**config.mk**
```make
export PLATFORM = sky130hd
export DESIGN_NAME = stack_pc
export DESIGN_NICKNAME = d
export VERILOG_FILES = /design/src/rtl/stack_pc_pkg.sv /design/src/rtl/pc_ret_stack.sv /design/src/rtl/stack_pc.sv
export SDC_FILE = /design/constraint.sdc
export NUM_CORES = 1
export LEC_CHECK = 0
export ABC_AREA = 1
export CAP_MARGIN = 20
export CORE_MARGIN = 8
export CORE_UTILIZATION = 40
export CTS_CLUSTER_DIAMETER = 30
export DETAILED_ROUTE_END_ITERATION = 8
export MAX_ROUTING_LAYER = met4
export SETUP_SLACK_MARGIN = 0.02
export SYNTH_ARGS = -nofsm -noshare
export SYNTH_HDL_FRONTEND = slang
export SYNTH_SLANG_ARGS = --single-unit
```
**constraint.sdc**
```tcl
create_clock -name clk -period 2.5 [get_ports clk]
set_clock_uncertainty 0.2 [all_clocks]
set_input_delay 0.375 -clock clk [delete_from_list [all_inputs] [get_ports clk]]
set_output_delay 0.375 -clock clk [all_outputs]
set_load 0.02 [all_outputs]
```
**src/rtl/stack_pc_pkg.sv**
```systemverilog
// Shared types and parameter defaults for the stack_pc program counter.
package stack_pc_pkg;

    typedef enum logic [2:0] {
        OP_HOLD,
        OP_RET,
        OP_CALL,
        OP_LOAD,
        OP_BRANCH,
        OP_STEP,
        OP_IDLE
    } op_e;

    localparam int PC_W_DEF      = 8;
    localparam int STEP_W_DEF    = 3;
    localparam int DEPTH_DEF     = 4;
    localparam int RESET_VEC_DEF = 0;

endpackage

```
**src/rtl/pc_ret_stack.sv**
```systemverilog
// Return-address LIFO, DEPTH x W; push/pop take effect on the clock edge, zero-latency top read.
// Latency: push/pop visible next cycle; full/empty registered. Backpressure: push when full / pop when empty ignored.
// The caller is expected to check full/empty itself; the guards here only protect the count.
module pc_ret_stack #(
    parameter int DEPTH = 4,
    parameter int W     = 8
) (
    input  logic         clk,
    input  logic         rst_n,
    input  logic         push_i,
    input  logic         pop_i,
    input  logic [W-1:0] push_dat_i,
    output logic [W-1:0] top_o,
    output logic         full_o,
    output logic         empty_o
);

    localparam int IDX_W = (DEPTH > 1) ? $clog2(DEPTH) : 1;
    localparam int CNT_W = $clog2(DEPTH + 1);

    logic [W-1:0]     mem_q [DEPTH];
    logic [CNT_W-1:0] cnt_q, cnt_d;
    logic             full_q, empty_q;
    logic             do_push, do_pop;
    logic [IDX_W-1:0] wr_idx, top_idx;

    assign do_push = push_i & ~full_q;
    assign do_pop  = pop_i & ~push_i & ~empty_q;
    assign wr_idx  = IDX_W'(cnt_q);
    assign top_idx = IDX_W'(cnt_q - CNT_W'(1));
    assign top_o   = mem_q[top_idx];
    assign full_o  = full_q;
    assign empty_o = empty_q;

    always_comb begin
        cnt_d = cnt_q;
        if (do_push) begin
            cnt_d = cnt_q + CNT_W'(1);
        end else if (do_pop) begin
            cnt_d = cnt_q - CNT_W'(1);
        end
    end

    always_ff @(posedge clk or negedge rst_n) begin
        if (!rst_n) begin
            cnt_q   <= '0;
            full_q  <= 1'b0;
            empty_q <= 1'b1;
        end else begin
            cnt_q   <= cnt_d;
            full_q  <= (cnt_d == CNT_W'(DEPTH));
            empty_q <= (cnt_d == '0);
        end
    end

    // Entry contents are deliberately left out of reset; only the count is cleared.
    always_ff @(posedge clk) begin
        if (do_push) begin
            mem_q[wr_idx] <= push_dat_i;
        end
    end

endmodule

```
**src/rtl/stack_pc.sv**
```systemverilog
// Program counter with step/load/branch and a call/return stack; optional relative branch via STACK_PC_BRANCH_EN.
// Latency: every PC update lands on the next rising edge. Backpressure: none; call-when-full / ret-when-empty set sticky stack_err.
module stack_pc
    import stack_pc_pkg::*;
#(
    parameter int PC_W      = PC_W_DEF,
    parameter int STEP_W    = STEP_W_DEF,
    parameter int DEPTH     = DEPTH_DEF,
    parameter int RESET_VEC = RESET_VEC_DEF
) (
    input  logic              clk,
    input  logic              reset,
    input  logic              enable,
    input  logic              hold,
    input  logic              load,
    input  logic [PC_W-1:0]   load_value,
    input  logic [STEP_W-1:0] step_size,
    input  logic              branch,
    input  logic [PC_W-1:0]   branch_offset,
    input  logic              call,
    input  logic              ret,
    output logic [PC_W-1:0]   pc_out,
    output logic              stack_full,
    output logic              stack_empty,
    output logic              stack_err,
    output logic              wrap
);

    op_e             op;
    logic [PC_W-1:0] pc_q, pc_d;
    logic            err_q, err_d;
    logic            wrap_q, wrap_d;
    logic            push, pop;
    logic [PC_W-1:0] top;
    logic [PC_W:0]   step_sum;

    assign step_sum = {1'b0, pc_q} + (PC_W + 1)'(step_size);

`ifdef STACK_PC_BRANCH_EN
    logic [PC_W:0] br_sum;
    assign br_sum = {1'b0, pc_q} + {1'b0, branch_offset};
`else
    logic unused_br;
    assign unused_br = ^{branch, branch_offset};
`endif

    always_comb begin
        if (hold) begin
            op = OP_HOLD;
        end else if (ret) begin
            op = OP_RET;
        end else if (call) begin
            op = OP_CALL;
        end else if (load) begin
            op = OP_LOAD;
`ifdef STACK_PC_BRANCH_EN
        end else if (branch) begin
            op = OP_BRANCH;
`endif
        end else if (enable) begin
            op = OP_STEP;
        end else begin
            op = OP_IDLE;
        end
    end

    always_comb begin
        pc_d   = pc_q;
        err_d  = err_q;
        wrap_d = 1'b0;
        push   = 1'b0;
        pop    = 1'b0;
        case (op)
            OP_RET: begin
                if (!stack_empty) begin
                    pop  = 1'b1;
                    pc_d = top;
                end else begin
                    err_d = 1'b1;
                end
            end
            OP_CALL: begin
                if (!stack_full) begin
                    push = 1'b1;
                    pc_d = load_value;
                end else begin
                    err_d = 1'b1;
                end
            end
            OP_LOAD: pc_d = load_value;
`ifdef STACK_PC_BRANCH_EN
            // Negative offset wraps when there is no carry; positive wraps when there is.
            OP_BRANCH: begin
                pc_d   = br_sum[PC_W-1:0];
                wrap_d = branch_offset[PC_W-1] ^ br_sum[PC_W];
            end
`endif
            OP_STEP: begin
                pc_d   = step_sum[PC_W-1:0];
                wrap_d = step_sum[PC_W];
            end
            default: ;
        endcase
    end

    always_ff @(posedge clk or negedge reset) begin
        if (!reset) begin
            pc_q   <= PC_W'(RESET_VEC);
            err_q  <= 1'b0;
            wrap_q <= 1'b0;
        end else begin
            pc_q   <= pc_d;
            err_q  <= err_d;
            wrap_q <= wrap_d;
        end
    end

    pc_ret_stack #(
        .DEPTH (DEPTH),
        .W     (PC_W)
    ) u_stack (
        .clk        (clk),
        .rst_n      (reset),
        .push_i     (push),
        .pop_i      (pop),
        .push_dat_i (step_sum[PC_W-1:0]),
        .top_o      (top),
        .full_o     (stack_full),
        .empty_o    (stack_empty)
    );

    assign pc_out    = pc_q;
    assign stack_err = err_q;
    assign wrap      = wrap_q;

endmodule

```
---- Yosys cells after proc, flatten, opt, wreduce, memory -nomap -nowiden ----
Memory sizes are Yosys's and may differ from the RTL's.
Index checks and enable logic that the tools add are counted.
cells by class
  equal/unequal tests ..................... 9
  divide/modulo/power cells ............... 0
  add/subtract/negate cells ............... 3
  muxes and demuxes ....................... 20
  shift operators ......................... 0
  magnitude comparators ................... 0
  reductions and logical operators ........ 5
  bitwise logic cells ..................... 6
  multiply operators ...................... 0
operator list
  operator                                                            count
  8-bit one-hot mux with 4 select lines                               1
  3-bit two-way mux                                                   6
  8-bit two-way mux                                                   2
  8-bit by 3-bit adder with 9-bit output                              1
  1-bit two-way mux                                                   9
  3-bit by 2-bit == test with 1-bit output, second input constant     2
  3-bit == test, second input constant                                2
  3-bit AND reduction                                                 2
  2-bit by 1-bit != test with 1-bit output, second input constant     2
  2-bit != test, second input constant                                2
  4-bit nonzero test                                                  1
  3-bit by 1-bit adder with 3-bit output, second input constant       1
  1-bit AND                                                           3
  3-bit by 1-bit == test with 1-bit output, second input constant     1
  3-bit zero test                                                     1
  1-bit inverter                                                      3
  3-bit by 1-bit subtractor with 3-bit output, second input constant  1
  2-bit two-way mux                                                   1
  1-bit one-hot mux with 2 select lines                               1
  2-bit nonzero test                                                  1
storage, ports and cells
  memories kept ........................... 1
  output and inout port bits .............. 12
  bits in read-only memories .............. 0
  latch bits .............................. 0
  bits in registers ....................... 15
  RAM bits ................................ 32
memory list
  memory         depth  width  read ports  clocked after Yosys merged registers in  write ports  line                RTL
  u_stack.mem_q  4      8      1           0                                        1            pc_ret_stack.sv:21  logic [W-1:0] mem_q [DEPTH];

---- Depth between registers and ports, before layout ----
  depth after elaboration ................. 13
  mapped depth ............................ 13
  gate-level depth less buffers ........... 13

---- Cells and area by module ----
From an unflattened synthesis, not the netlist that was laid out.
second synthesis, totals
  cell total of the unflattened synthesis .. 262
  area, all modules ....................... 2434.8 µm²
modules (own cells, without submodules)
  module        sequential area each (µm²)  instances  cells an instance  area each (µm²)
  pc_ret_stack  1087.3                      1          121                1530.2
  stack_pc      250.2                       1          141                904.6

---- Worst setup path before layout ----
No wires, ideal clock.
  path kind ............................... register to register
  from .................................... reg pc_q[0], in the netlist pc_out[0]
  to ...................................... mem u_stack.mem_q[0][6] (data pin)
  stages on the path, launching flop included .. 10
  period minus slack after synthesis ...... 1991 ps
  arrival time ............................ 1534 ps
  setup time .............................. 258 ps
  setup slack ............................. 509 ps
  cells stage by stage .................... dfrtp_1 > ha_1 > inv_1 > fa_1 > inv_1 > nand2_1 > nand2_1 > nand4_1 > nand2_1 > inv_1
on the way
  longest elaborated chain between the ends .. 1
ends and longest elaborated chain
  item                                    line                RTL
  start, declared                         stack_pc.sv:30      logic [PC_W-1:0] pc_q, pc_d;
  start signal, assigned                  stack_pc.sv:108     pc_q <= PC_W'(RESET_VEC);
  start signal, assigned                  stack_pc.sv:112     pc_q <= pc_d;
  8-bit by 3-bit adder with 9-bit output  stack_pc.sv:37      assign step_sum = {1'b0, pc_q} + (PC_W + 1)'(step_size);
  net step_sum[6]                         stack_pc.sv:35      logic [PC_W:0] step_sum;
  end, declared                           pc_ret_stack.sv:21
The timed path passes the listed nets, and every way through them passes these cells.

---- Worst setup path in the final report ----
  from .................................... in step_size[0]
  to ...................................... mem u_stack.mem_q[2][6] (data pin)
on the way
  longest elaborated chain between the ends .. 1
ends and longest elaborated chain
  item                                    line            RTL
  start, declared                         stack_pc.sv:17  input logic [STEP_W-1:0] step_size,
  8-bit by 3-bit adder with 9-bit output  stack_pc.sv:37
  net step_sum[6]                         stack_pc.sv:35
The timed path passes the listed nets, and every way through them passes these cells.

==> metrics.cfg <==
[global_route]
track_usage=0.1268
grt_max_degree=22
grt_overflow=0
antenna_found_initial=0
grt_pass1_vias=1866
grt_pass1_wl_um=8694

[detailed_routing]
drc=0
first_pass_iters=4
finalWirelength_um=5157
drt-wirelength-per-cell_um=12.67
first_iter_violations=95
drt-vias-per-instance=4.617
via_count=1879
ant_nets=0

[die]
dieArea_um2=9156
rows=29
die_height_um=95.69
io_pins=39
fp.dieW_um=95.69
core_area_um2=6241
start_util=0.4070

[synthesis]
synth-edff-count=32
synthFlopType=edfxtp_1
synth_cell_type_count=29
yosys.area.top_type=edfxtp_1
synth_seq_cells=47
ys_warn_count=0
yosys.area.top_type_share=0.3783
async_flop_share=0.3191
syn_nets=325
yosysMostFrequentCell=nand2_1
synth.yosys.seq_area_share=0.5266
avgSynthCellArea_um2=8.758
syn_area_um2=2540
synth_area_leaders=edfxtp_1, nand2_1, dfrtp_1, nand3_1, inv_1
synth_commonest_cells=nand2_1, inv_1, edfxtp_1
syn_inst=290

[pwr]
cellLeakagePower_uw=0.001363
ir_drop_v=0.0004782
powerDensity_nw_per_um2=1067

[sta]
period_needed_ns=2.136
finalHoldViolations=0
finalSetupViolations=0
fin_tns_setup_ns=0
relSlewSlack=0.5537
fmax_mhz=468.1
worst_slack_ns=0.3638
worst_pin_slew_ns=0.6673
post-route-period-util=0.8545
final_max_slew_viol_count=0
rsz0062_at_grt=no

[critical_path]
regToRegSetupSlack_ns=0.41
critPathArrivalTime_ns=1.99
critPathLaunchType=input port
worstPathRequired_ns=2.36
critPathCaptureType=flop
crit_type=in -> reg
crit_fanout=4
r2r_cells=9
r2r_start=u_stack.cnt_q[1]
critPathLaunch=step_size[0]
rr_endpoint=pc_out[1]

[final_layout]
multi_input_area_um2=1027
ff_latch_area_um2=1338
n_antenna_cell=0
drive_gt1_frac=0.1273
area_growth_pct=20.20
fill_cells=611
nNetsFinal=364

[min_path]
hp-class=in -> async

[outcome]
status=finished, final reports clean

[clock_tree]
cts_buffers=5
cts_tree=yes
postCtsSetupBuffers=0
cts_sinks=47
clk_latency_ns=0.30
path_clk_slew_ns=0.10
ctsHoldBuffers=0
post_cts_resize_count=0
h-tree-depth=2
clockRootBuffer=clkbuf_8
cts_buffer_depth=2

[place]
post-place-ws_ns=0.03302
gp_congestion=0.8093
hpwlAfterDp_um=3825
portBuffers=29

[flow_run]
maxCapViolCount=0

-- cells by family after synthesis --
family                     after synthesis  synth area share
AOI/OAI and AO/OA                       15           0.03547
buffers and inverters                   44           0.06897
DFF                                     47            0.5266
and+or+nand+nor                        173            0.3163
xor gates and xnor gates                 3           0.01035
adders and majority gates                8           0.04236
-- routing by layer --
| metal | share of wire | GRT usage |
|---|---|---|
| met4 | 0.014 | 0.04097 |
| met3 | 0.031 | 0.02756 |
| met2 | 0.47 | 0.1943 |
| met5 | 0 | - |
| met1 | 0.49 | 0.1628 |
-- registers in the layout (all words and copies together), names as in the netlist --
| signal | cells |
|---|---|
| u_stack.mem_q | 32 |
| u_stack.full_o | 1 |
| u_stack.empty_o | 1 |
| wrap | 1 |
| u_stack.cnt_q | 3 |
| pc_out | 8 |
| stack_err | 1 |
-- worst max-delay path, stage by stage --
cell,delay (ns)
clkdlybuf4s50_1,0.46
ha_1,0.16
inv_1,0.05
fa_1,0.39
inv_1,0.09
nand2_1,0.05
nand2_1,0.10
nand4_1,0.14
nand2_1,0.11
inv_1,0.07
-- cells in the final DEF, fill, tap and decap left out, drive strengths merged, types with 5 or more instances in the layout --
| cell | count |
|---|---|
| ha | 7 |
| clkdlybuf4s50 | 29 |
| edfxtp | 32 |
| nand2 | 106 |
| nand3 | 27 |
| nor2 | 29 |
| dfrtp | 14 |
| inv | 42 |
| buf | 7 |
| o21ai | 13 |
| clkbuf | 5 |
-- worst max-delay path by stage --
stage               depth (start not counted)                  end
floorplan                                   9  u_stack.mem_q[0][6]
global placement                           10  u_stack.mem_q[0][6]
detailed placement                         10  u_stack.mem_q[0][6]
CTS                                        10  u_stack.mem_q[2][6]
global route                               12            pc_out[6]
finish                                     10  u_stack.mem_q[2][6]
-- power by group --
part           switching [uW]  leakage, uW  internal, uW
Combinational             973     0.000843           600
Sequential                116     0.000474          1080
Clock                     281    0.0000467           207
-- area by class of cell --
| type | instances | area share |
|---|---|---|
| Sequential cell | 47 | 0.4381 |
| Multi-Input combinational cell | 199 | 0.3365 |
| Timing Repair Buffer | 36 | 0.1123 |
| Inverter | 40 | 0.05000 |
| Tap cell | 77 | 0.03156 |
| Clock buffer | 5 | 0.02254 |
| Clock inverter | 3 | 0.009016 |
-- metrics by stage --
| stage | total power [uW] | area, um^2 | hold WS [ns] | util | std cells |
|---|---|---|---|---|---|
| floorplan | 2271 | 2540 | -0.1206 | - | 290 |
| global placement | 2773 | 2957 | 0.2548 | 0.4737 | 399 |
| detailed placement | 2794 | 2957 | 0.2572 | 0.4737 | 399 |
| CTS | 3288 | 3053 | 0.2803 | 0.4892 | 407 |
| global route | 3538 | 3053 | 0.2881 | 0.4892 | 407 |
| finish | 3257 | 3053 | 0.2727 | 0.4892 | 407 |
(Power assumes the default switching activity.)
